**src/rtl/btn_cond_if.sv**
```systemverilog
`default_nettype none
// ============================================================================
//  Module      : btn_cond_if
//  Description : Bundles the button-conditioner signals. The master modport
//                drives raw buttons and the frame strobe; the slave modport
//                (the conditioner) returns debounced levels, serve strobes
//                and per-frame paddle directions.
//  Signals     : btn_in[5:0]   raw buttons {p2_srv,p2_dn,p2_up,p1_srv,p1_dn,p1_up}
//                frame_tick    one-cycle strobe per frame
//                btn_lvl[5:0]  debounced levels, same order as btn_in
//                srv_pulse[1:0]{p2,p1} one-cycle serve press strobes
//                p1_dir[1:0]   signed paddle-1 direction, held per frame
//                p2_dir[1:0]   signed paddle-2 direction, held per frame
//  Revision    : 1.0 - initial release
// ============================================================================
interface btn_cond_if;
  logic [5:0] btn_in;
  logic       frame_tick;
  logic [5:0] btn_lvl;
  logic [1:0] srv_pulse;
  logic [1:0] p1_dir;
  logic [1:0] p2_dir;

  modport master (
    output btn_in,
    output frame_tick,
    input  btn_lvl,
    input  srv_pulse,
    input  p1_dir,
    input  p2_dir
  );

  modport slave (
    input  btn_in,
    input  frame_tick,
    output btn_lvl,
    output srv_pulse,
    output p1_dir,
    output p2_dir
  );
endinterface
`default_nettype wire

```
**src/rtl/btn_cond.sv**
```systemverilog
`default_nettype none
// ============================================================================
//  Module      : btn_cond
//  Description : Button conditioner. Each raw button is synchronised with two
//                flops, then debounced by a per-bit counter that must see the
//                new value for DEB_MAX consecutive cycles before the level is
//                accepted. Serve buttons yield a one-cycle rising-edge strobe;
//                paddle directions are sampled once per frame.
//  Ports       : clk      system (pixel) clock
//                rst_n    asynchronous active-low reset
//                bus      btn_cond_if.slave (btn_in, frame_tick in;
//                         btn_lvl, srv_pulse, p1_dir, p2_dir out)
//  Parameters  : DEB_MAX  stable cycles required to accept a change (1..65535)
//                CNT_W    debounce counter width, must hold DEB_MAX-1
//  Revision    : 1.0 - initial release
// ============================================================================
module btn_cond #(
  parameter int DEB_MAX = 50000,
  parameter int CNT_W   = 16
) (
  input  logic        clk,
  input  logic        rst_n,
  btn_cond_if.slave   bus
);

  localparam logic [CNT_W-1:0] c_last = CNT_W'(DEB_MAX - 1);

  logic [5:0] r_sync1;
  logic [5:0] r_sync2;
  logic [5:0] w_lvl;
  logic [1:0] r_srv_prev;
  logic [1:0] r_p1_dir;
  logic [1:0] r_p2_dir;

  // Two-flop synchroniser for the asynchronous button inputs.
  always_ff @(posedge clk or negedge rst_n) begin
    if (!rst_n) begin
      r_sync1 <= '0;
      r_sync2 <= '0;
    end else begin
      r_sync1 <= bus.btn_in;
      r_sync2 <= r_sync1;
    end
  end

  // Independent debouncer per bit. The counter only runs while the
  // synchronised input disagrees with the accepted level, so any return to
  // agreement restarts the count from zero.
  for (genvar i = 0; i < 6; i++) begin : g_bit
    logic [CNT_W-1:0] r_cnt;
    logic             r_state;

    always_ff @(posedge clk or negedge rst_n) begin
      if (!rst_n) begin
        r_cnt   <= '0;
        r_state <= 1'b0;
      end else if (r_sync2[i] == r_state) begin
        r_cnt   <= '0;
      end else if (r_cnt >= c_last) begin
        r_state <= r_sync2[i];
        r_cnt   <= '0;
      end else begin
        r_cnt   <= r_cnt + CNT_W'(1);
      end
    end

    assign w_lvl[i] = r_state;
  end

  // Previous level of the two serve bits, for rising-edge detection.
  // The strobe is combinational so it coincides with the level rising.
  always_ff @(posedge clk or negedge rst_n) begin
    if (!rst_n) begin
      r_srv_prev <= '0;
    end else begin
      r_srv_prev <= {w_lvl[5], w_lvl[2]};
    end
  end

  // Direction = up - dn in 2-bit two's complement: {dn & ~up, up ^ dn}.
  // Loaded on every frame_tick cycle from the already-registered levels.
  always_ff @(posedge clk or negedge rst_n) begin
    if (!rst_n) begin
      r_p1_dir <= '0;
      r_p2_dir <= '0;
    end else if (bus.frame_tick) begin
      r_p1_dir <= {w_lvl[1] & ~w_lvl[0], w_lvl[1] ^ w_lvl[0]};
      r_p2_dir <= {w_lvl[4] & ~w_lvl[3], w_lvl[4] ^ w_lvl[3]};
    end
  end

  assign bus.btn_lvl   = w_lvl;
  assign bus.srv_pulse = {w_lvl[5] & ~r_srv_prev[1], w_lvl[2] & ~r_srv_prev[0]};
  assign bus.p1_dir    = r_p1_dir;
  assign bus.p2_dir    = r_p2_dir;

endmodule
`default_nettype wire

```
**src/flat_wrapper.sv**
```systemverilog
// flat-port wrapper written by rule: the top's interface ports become plain ports
module btn_cond_flat 
#(
  parameter int DEB_MAX = 50000,
  parameter int CNT_W   = 16
)
  (clk, rst_n, bus_btn_in, bus_frame_tick, bus_btn_lvl, bus_srv_pulse, bus_p1_dir, bus_p2_dir);
  btn_cond_if bus_i ();
  input  logic clk;
  input  logic rst_n;
  input wire logic [$bits(bus_i.btn_in)-1:0] bus_btn_in;
  input wire logic [$bits(bus_i.frame_tick)-1:0] bus_frame_tick;
  output wire logic [$bits(bus_i.btn_lvl)-1:0] bus_btn_lvl;
  output wire logic [$bits(bus_i.srv_pulse)-1:0] bus_srv_pulse;
  output wire logic [$bits(bus_i.p1_dir)-1:0] bus_p1_dir;
  output wire logic [$bits(bus_i.p2_dir)-1:0] bus_p2_dir;
  assign bus_i.btn_in = bus_btn_in;
  assign bus_i.frame_tick = bus_frame_tick;
  assign bus_btn_lvl = bus_i.btn_lvl;
  assign bus_srv_pulse = bus_i.srv_pulse;
  assign bus_p1_dir = bus_i.p1_dir;
  assign bus_p2_dir = bus_i.p2_dir;
  btn_cond #(.DEB_MAX(DEB_MAX), .CNT_W(CNT_W)) u_core (.clk(clk), .rst_n(rst_n), .bus(bus_i));
endmodule
```
**config.mk**
```make
export PLATFORM = sky130hd
export DESIGN_NAME = btn_cond_flat
export DESIGN_NICKNAME = d
export VERILOG_FILES = /design/src/rtl/btn_cond_if.sv /design/src/rtl/btn_cond.sv /design/src/flat_wrapper.sv
export SDC_FILE = /design/constraint.sdc
export NUM_CORES = 1
export LEC_CHECK = 0
export BUFFER_PORTS_ARGS = -buffer_cell sky130_fd_sc_hd__buf_4
export CORE_ASPECT_RATIO = 0.7
export CORE_MARGIN = 5
export CORE_UTILIZATION = 56
export CTS_CLUSTER_SIZE = 40
export DETAILED_ROUTE_END_ITERATION = 8
export MAX_ROUTING_LAYER = met4
export PLACE_DENSITY = 0.75
export SYNTH_ARGS = -nofsm -noshare
export SYNTH_HDL_FRONTEND = slang
export SYNTH_SLANG_ARGS = --single-unit
```
**constraint.sdc**
```tcl
create_clock -name clk -period 1.7 [get_ports clk]
set_input_delay 0.34 -clock clk [delete_from_list [all_inputs] [get_ports clk]]
set_output_delay 0.34 -clock clk [all_outputs]
set_load 0.02 [all_outputs]
```
==> results.json, run 1 <==
{
  "synth.most_common_cell": "dfrtp_1",
  "start_util_pct": 57.51,
  "setup_violations": 1,
  "p_int_mw": 4.979,
  "grt_pass1_vias": 4258,
  "combPwrFrac_pct": 4.3,
  "cts_root_buf": "clkbuf_16",
  "synth_top_area_share_pct": 53.92,
  "core_um2": 9684,
  "hpwl_um": 8191,
  "cpLargestDelayFamily": "simple AND/OR/NAND/NOR gates",
  "crit_slowest_cell": "or4_4",
  "min_path_type": "input port to register",
  "synth_edf_count": 0,
  "r2r-start": "u_core.g_bit[1].r_cnt[9]",
  "r2r-end": "u_core.g_bit[1].r_cnt[15]",
  "grtUsageTotal_pct": 22.22,
  "crit_end": "u_core.g_bit[1].r_cnt[15]",
  "clk_pin_slew_ns": 0.05,
  "synth_area_leaders": "dfrtp_1 54%, xnor2_1 11%, nor2_1 6.9%, nor4_1 2.8%, xor2_1 2.7%",
  "fin_skew_ns": 0.008598,
  "crit_start": "u_core.g_bit[1].r_cnt[9]",
  "cp_num_buf_inv": 0,
  "nets": 650,
  "dpl_worst_slack_ns": 0.007707,
  "worst-path-stages": 4,
  "insertion_delay_ns": 0.41,
  "max_stage_delay_ns": 0.56,
  "syn_inst": 546,
  "clkPwrFrac_pct": 49.1,
  "power_density_nw_per_um2": 914.0,
  "synth_common_cells": "120 x dfrtp_1, 103 x nor2_1, 67 x xnor2_1",
  "dr.pass1.iters": 4,
  "finalHoldViolCount": 0,
  "synth_nets": 563,
  "die_x_um": 129.2,
  "cp-start-kind": "register",
  "crit_required_ns": 2.03,
  "ys.flop_type": "dfrtp_1",
  "die_area_um2": 12070,
  "area_delta_synth_final_pct": 24.47,
  "violations": "setup timing",
  "dieHeight_um": 93.44,
  "wirelength_um": 12210,
  "cts_buffers": 17,
  "power_mw": 6.335,
  "status": "finished, violations left",
  "port_buffers": 20,
  "cts_num_sinks": 120,
  "place.gp.congestion": 0.8717,
  "fmax_mhz": 587.2,
  "fin_tns_setup_ns": -0.003068,
  "ys_ff_latch": 120,
  "grt_pass1_wl_um": 20480,
  "reg2reg_slack_ns": -0.003,
  "cp_max_fo": 3,
  "rsz0062_at_grt": "yes",
  "tightest_slew_ns": 0.4185,
  "synth_warnings": 0,
  "design_area_um2": 6932,
  "antenna_found_initial": 0,
  "reg2regPathDepth": 4,
  "seqPwrFrac_pct": 46.6,
  "crit_chain": "nand3_1 -> or4_4 -> or3_1 -> a21oi_2",
  "setup_ws_ns": -0.003068,
  "syn_area_um2": 5569,
  "crit_type": "register to register",
  "slew-limit-headroom_pct": 71.84,
  "fin_crit_sh_pct": 100.2,
  "hold_ws_ns": 0.03504,
  "avgSynthCellArea_um2": 10.20,
  "clk_path_buf_depth": 2,
  "antenna_cells": 0,
  "maxSlewViolCount": 0,
  "remaining_drc_errors": 0,
  "cts.htree.levels": 4,
  "peakVddDrop_mv": 0.7461,
  "netSwitchingPower_mw": 1.356,
  "worstPathArrival_ns": 2.03,
  "swShare_pct": 21.40,
  "placed_cell_area_um2": 6233,
  "drtAntennaViolNets": 0,
  "seq_area_frac_synth_pct": 53.92,
  "fin_crit_ns": 1.703,
  "dr.first_iter.drc_count": 311,
  "end_kind": "register",
  "vias_per_cell": 5.668,
  "synth_top_cell_by_area": "dfrtp_1",
  "rows": 30,
  "async_flop_share_pct": 100.0,
  "cts_tree": "done",
  "fillers": 684,
  "pin_count": 21,
  "grt-ovfl-total": 0,
  "grt_max_degree": 36,
  "maxCapViolations": 0,
  "wl_per_cell_um": 15.88,
  "drive_gt1_share_pct": 22.31,
  "p_leak_nw": 2.965,
  "num_vias": 4359,
  "synth_cell_types": 36
}
flip-flops by register name (all words and copies together), names as in the netlist:
name / cells
u_core.bus.p1_dir: 2
u_core.bus.p2_dir: 2
u_core.g_bit.r_cnt: 96
u_core.g_bit.r_state: 6
u_core.r_srv_prev: 2
u_core.r_sync1: 6
u_core.r_sync2: 6
through the flow:
step	utilization, %	cells
3_5_place_dp	64.37	733
5_1_grt	71.58	769
3_3_place_gp	64.37	733
2_1_floorplan	-	546
4_1_cts	69.97	763
6_report	71.58	769
final cells by class:
cell class              instances  area, um^2  share of cell area [%]
inverters                      23       86.33                   1.245
clock buffers                  22       484.2                   6.986
repair buffers                 81       655.6                   9.458
well taps                     128       160.2                   2.310
flip-flops and latches        120        3004                   43.34
clock inverters                 5       25.02                  0.3610
multi-input cells             390        2516                   36.30
cells by family after synthesis:
group | share of synthesized area, %
compound gates | 4.134
xor+xnor | 13.21
fa+ha+maj | 1.797
buf+inv | 2.876
flops | 53.92
mux | 1.977
simple gates | 22.09
worst min path at each step:
stage                   from                        end  slack (ns)  cells after the start
2_1_floorplan          rst_n       u_core.bus.p1_dir[0]        0.04                      0
3_3_place_gp           rst_n  u_core.g_bit[2].r_cnt[11]        0.25                      1
3_5_place_dp           rst_n  u_core.g_bit[2].r_cnt[13]        0.26                      1
4_1_cts        bus_btn_in[0]          u_core.r_sync1[0]        0.03                      1
5_1_grt        bus_btn_in[0]          u_core.r_sync1[0]        0.02                      1
6_report       bus_btn_in[0]          u_core.r_sync1[0]        0.04                      1
power groups by stage:
stage / Clock (mW) / Sequential, mW / Combinational [mW]
after CTS: 3.14 / 2.95 / 0.261
after detailed placement: 0 / 3.00 / 0.256
after floorplan: 0 / 2.99 / 0.0944
after global routing: 3.30 / 2.96 / 0.308
final: 3.11 / 2.95 / 0.273
after global placement: 0 / 2.99 / 0.245
worst reg2reg max path, stage by stage (launching register included):
cell	delay (ns)
dfrtp_1	0.38
nand3_1	0.13
or4_4	0.56
or3_1	0.39
a21oi_2	0.17
timing repair:
item                                    in CTS  in global routing
pin swaps                                    0                  4
endpoints found under the hold margin       16                  0
gates resized for setup                      2                 26
setup buffers                                2                  6
hold buffers                                 1                  0
endpoints found under the setup margin       1                 49
routing by layer:
metal / track usage, % / share of wire, %
met1: 29.49 / 47
met2: 33.62 / 48
met3: 5.365 / 3.8
met4: 7.867 / 1.1
met5: - / 0
layout by cell type (no fill, tap or decap), drive strengths merged, types with 6 or more instances in the layout:
master and n:
a21oi 8, a31oi 6, and3 7, buf 80, clkbuf 22, dfrtp 120
ha 8, inv 23, mux2 8, nand2 26, nand3 30, nand4 21
nor2 103, nor3 24, nor4 25, or4 7, xnor2 67, xor2 17
No activity file was read; power rests on OpenSTA's default activity.
==> run 2: changes to the inputs <==
--- a/config.mk
+++ b/config.mk
@@ -5,6 +5,7 @@
 export SDC_FILE = /design/constraint.sdc
 export NUM_CORES = 1
 export LEC_CHECK = 0
+export ABC_AREA = 1
 export BUFFER_PORTS_ARGS = -buffer_cell sky130_fd_sc_hd__buf_4
 export CORE_ASPECT_RATIO = 0.7
 export CORE_MARGIN = 5
==> run 2 against run 1 <==
Effect of this change: the flow now finishes without violations; power grew 6.2%; critical path depth rose by 4; sequential power about the same; combinational power shrank 23%; via count rose by 14%; sequential share of layout area is 1.5 points lower; die area grew 12%; fmax increased by 12%; critical path type unchanged; critical endpoint is now u_core.g_bit[0].r_cnt[8]; largest cell class unchanged; highest routed layer unchanged.
==> results.json, run 2 <==
{
  "largest_register_ffs": 96,
  "dieHeight_um": 98.69,
  "cts_root_buf": "clkbuf_16",
  "fillers": 928,
  "ys.flop_type": "dfrtp_1",
  "grt_pass1_wl_um": 21910,
  "crit_chain": "ha_1 -> nand3_2 -> nand3_1 -> nand2_1 -> nand2_1 -> nand2_2 -> nand2_4 -> nor2_1",
  "remaining_drc_errors": 0,
  "wl_met1_um": 5874,
  "cts_num_sinks": 120,
  "wirelength_um": 12290,
  "end_kind": "register",
  "power_density_nw_per_um2": 938.0,
  "synth_edf_count": 0,
  "whs_path_depth": 1,
  "cpMostUsedCell": "nand2_1",
  "syn_inst": 785,
  "syn_area_um2": 6292,
  "core_um2": 11010,
  "crit_slowest_cell": "dfrtp_1",
  "setup_violations": 0,
  "max_stage_delay_ns": 0.42,
  "rsz0062_at_grt": "no",
  "worstPathArrival_ns": 1.81,
  "finalNonFillerCells": 982,
  "synth_common_cells": "194 x nand2_1, 182 x nor2_1, 120 x dfrtp_1",
  "dr.first_iter.drc_count": 346,
  "rows": 32,
  "r2r-start": "u_core.g_bit[0].r_cnt[0]",
  "fin_skew_ns": 0.008134,
  "dr.pass1.iters": 5,
  "die_area_um2": 13490,
  "grt_pass1_vias": 4837,
  "synth_top_area_share_pct": 47.72,
  "synth_nets": 802,
  "drtAntennaViolNets": 0,
  "cts_tree": "done",
  "clk_pin_slew_ns": 0.06,
  "place.gp.congestion": 0.9139,
  "dp.cells": 948,
  "fin_crit_sh_pct": 89.40,
  "cp-start-kind": "register",
  "antenna_cells": 0,
  "status": "completed",
  "start_util_pct": 57.15,
  "post-cts-setup-buffers": 0,
  "utilization_pct": 65.13,
  "crit_type": "register to register",
  "ys_ff_latch": 120,
  "antenna_found_initial": 0,
  "routed-wl-met2_um": 5737,
  "maxCapViolations": 0,
  "mostFrequentLayoutCells": "194 x nand2_1, 182 x nor2_1, 120 x dfrtp_1",
  "hpwl_um": 8438,
  "final_common_cell": "nand2_1",
  "avgSynthCellArea_um2": 8.016,
  "area_delta_synth_final_pct": 13.96,
  "vias_per_cell": 5.063,
  "finalHoldViolCount": 0,
  "cp_max_fo": 16,
  "port_buffers": 20,
  "p_leak_nw": 3.340,
  "seq_area_frac_synth_pct": 47.72,
  "routed.top_layer": "met4",
  "slew-limit-headroom_pct": 70.53,
  "hold_ws_ns": 0.03439,
  "nets": 833,
  "dr_wl_met3_um": 456,
  "reg2regPathDepth": 8,
  "min_path_type": "input port to register",
  "synth_area_leaders": "dfrtp_1 48%, nand2_1 12%, nor2_1 11%, xor2_1 6.1%, inv_1 4.5%",
  "num_vias": 4972,
  "fmax_mhz": 658.0,
  "wl_per_cell_um": 12.52,
  "fin_crit_ns": 1.520,
  "die_x_um": 136.7,
  "grtUsageTotal_pct": 20.55,
  "synth_cell_types": 26,
  "cts_buffers": 17,
  "min_from": "bus_btn_in[4]",
  "synth_top_cell_by_area": "dfrtp_1",
  "crit_required_ns": 1.99,
  "hold-path-endpoint": "u_core.r_sync1[4]",
  "tightest_slew_ns": 0.4406,
  "insertion_delay_ns": 0.41,
  "cts.htree.levels": 4,
  "async_flop_share_pct": 100.0,
  "maxSlewViolCount": 0,
  "grt_max_degree": 53,
  "drive_gt1_share_pct": 11.70,
  "placed_cell_area_um2": 6554,
  "top_register": "u_core.g_bit.r_cnt",
  "synth.most_common_cell": "nand2_1",
  "clk_path_buf_depth": 2,
  "design_area_um2": 7171,
  "synth_warnings": 0,
  "reg2reg_slack_ns": 0.18,
  "r2r-end": "u_core.g_bit[0].r_cnt[8]",
  "fin_tns_setup_ns": 0,
  "peakVddDrop_mv": 0.8235,
  "pin_count": 21,
  "grt-ovfl-total": 0
}
==> run 2: changes by cell type after synthesis, sizes merged, moves of 25 or more <==
cell	change
xnor2	-56
nor4	-25
xor2	+27
inv	+54
nand3	+27
nor2	+89
nand2	+185
==> run 2: worst max path at each step <==
stage / from / endpoint / slack [ns] / cells after the start
5_1_grt: u_core.g_bit[4].r_cnt[0] / u_core.g_bit[4].r_cnt[0] / 0.05 / 8
2_1_floorplan: u_core.g_bit[4].r_cnt[0] / u_core.g_bit[4].r_cnt[5] / 0.32 / 9
6_report: u_core.g_bit[0].r_cnt[0] / u_core.g_bit[0].r_cnt[8] / 0.18 / 8
3_3_place_gp: u_core.g_bit[4].r_cnt[0] / u_core.g_bit[4].r_cnt[14] / 0.27 / 8
4_1_cts: u_core.g_bit[4].r_cnt[0] / u_core.g_bit[4].r_cnt[6] / 0.16 / 8
3_5_place_dp: u_core.g_bit[4].r_cnt[0] / u_core.g_bit[4].r_cnt[7] / 0.18 / 8
==> run 2: final cells by class <==
| class | count | area [um^2] | share of cell area [%] |
|---|---|---|---|
| clock buffer | 18 | 429.2 | 5.985 |
| multi-input combinational | 577 | 2900 | 40.45 |
| timing repair buffer | 23 | 200.2 | 2.792 |
| inverter | 77 | 289.0 | 4.031 |
| sequential | 120 | 3003 | 41.88 |
| clock inverter | 14 | 157.7 | 2.199 |
| tap | 153 | 191.4 | 2.670 |
==> run 2: cells by family (layout without fill, tap and decap cells) <==
family | count (synthesis) | count (layout) | share of synthesized area [%]
simple gates | 495 | 496 | 34.82
fa+ha+maj | 8 | 8 | 1.591
xor+xnor | 55 | 55 | 7.656
compound gates | 18 | 18 | 1.710
flops | 120 | 120 | 47.72
buf+inv | 89 | 132 | 6.502
==> run 2: routing by layer <==
metal / track usage [%] / vias up
met5: - / -
met4: 7.126 / 0
met3: 3.724 / 22
met2: 31.42 / 88
met1: 27.73 / 2345
li1: - / 2517
==> run 2: worst max-delay path, delay by kind of cell, from the launching register on <==
family	cells	cell delay, ns
AND/OR/NAND/NOR	7	0.71
flip-flops	1	0.42
adder cells (fa/ha/maj)	1	0.27
==> run 2: power breakdown <==
group / internal [mW] / total, mW / switching, mW
Clock: 2.29 / 3.56 / 1.27
Combinational: 0.0716 / 0.210 / 0.139
Sequential: 2.91 / 2.96 / 0.0516
==> run 2: what timing repair did <==
action,in CTS,in global routing
gates resized for setup,0,2
hold buffers,1,0
setup endpoints to repair,0,10
hold endpoints to repair,22,0
==> run 2: through the flow <==
stage | worst slack [ns] | total power, mW
floorplan | 0.3228 | 3.117
finish | 0.1803 | 6.726
CTS | 0.1588 | 6.794
global placement | 0.2690 | 3.205
global route | 0.04906 | 6.954
detailed placement | 0.1783 | 3.217
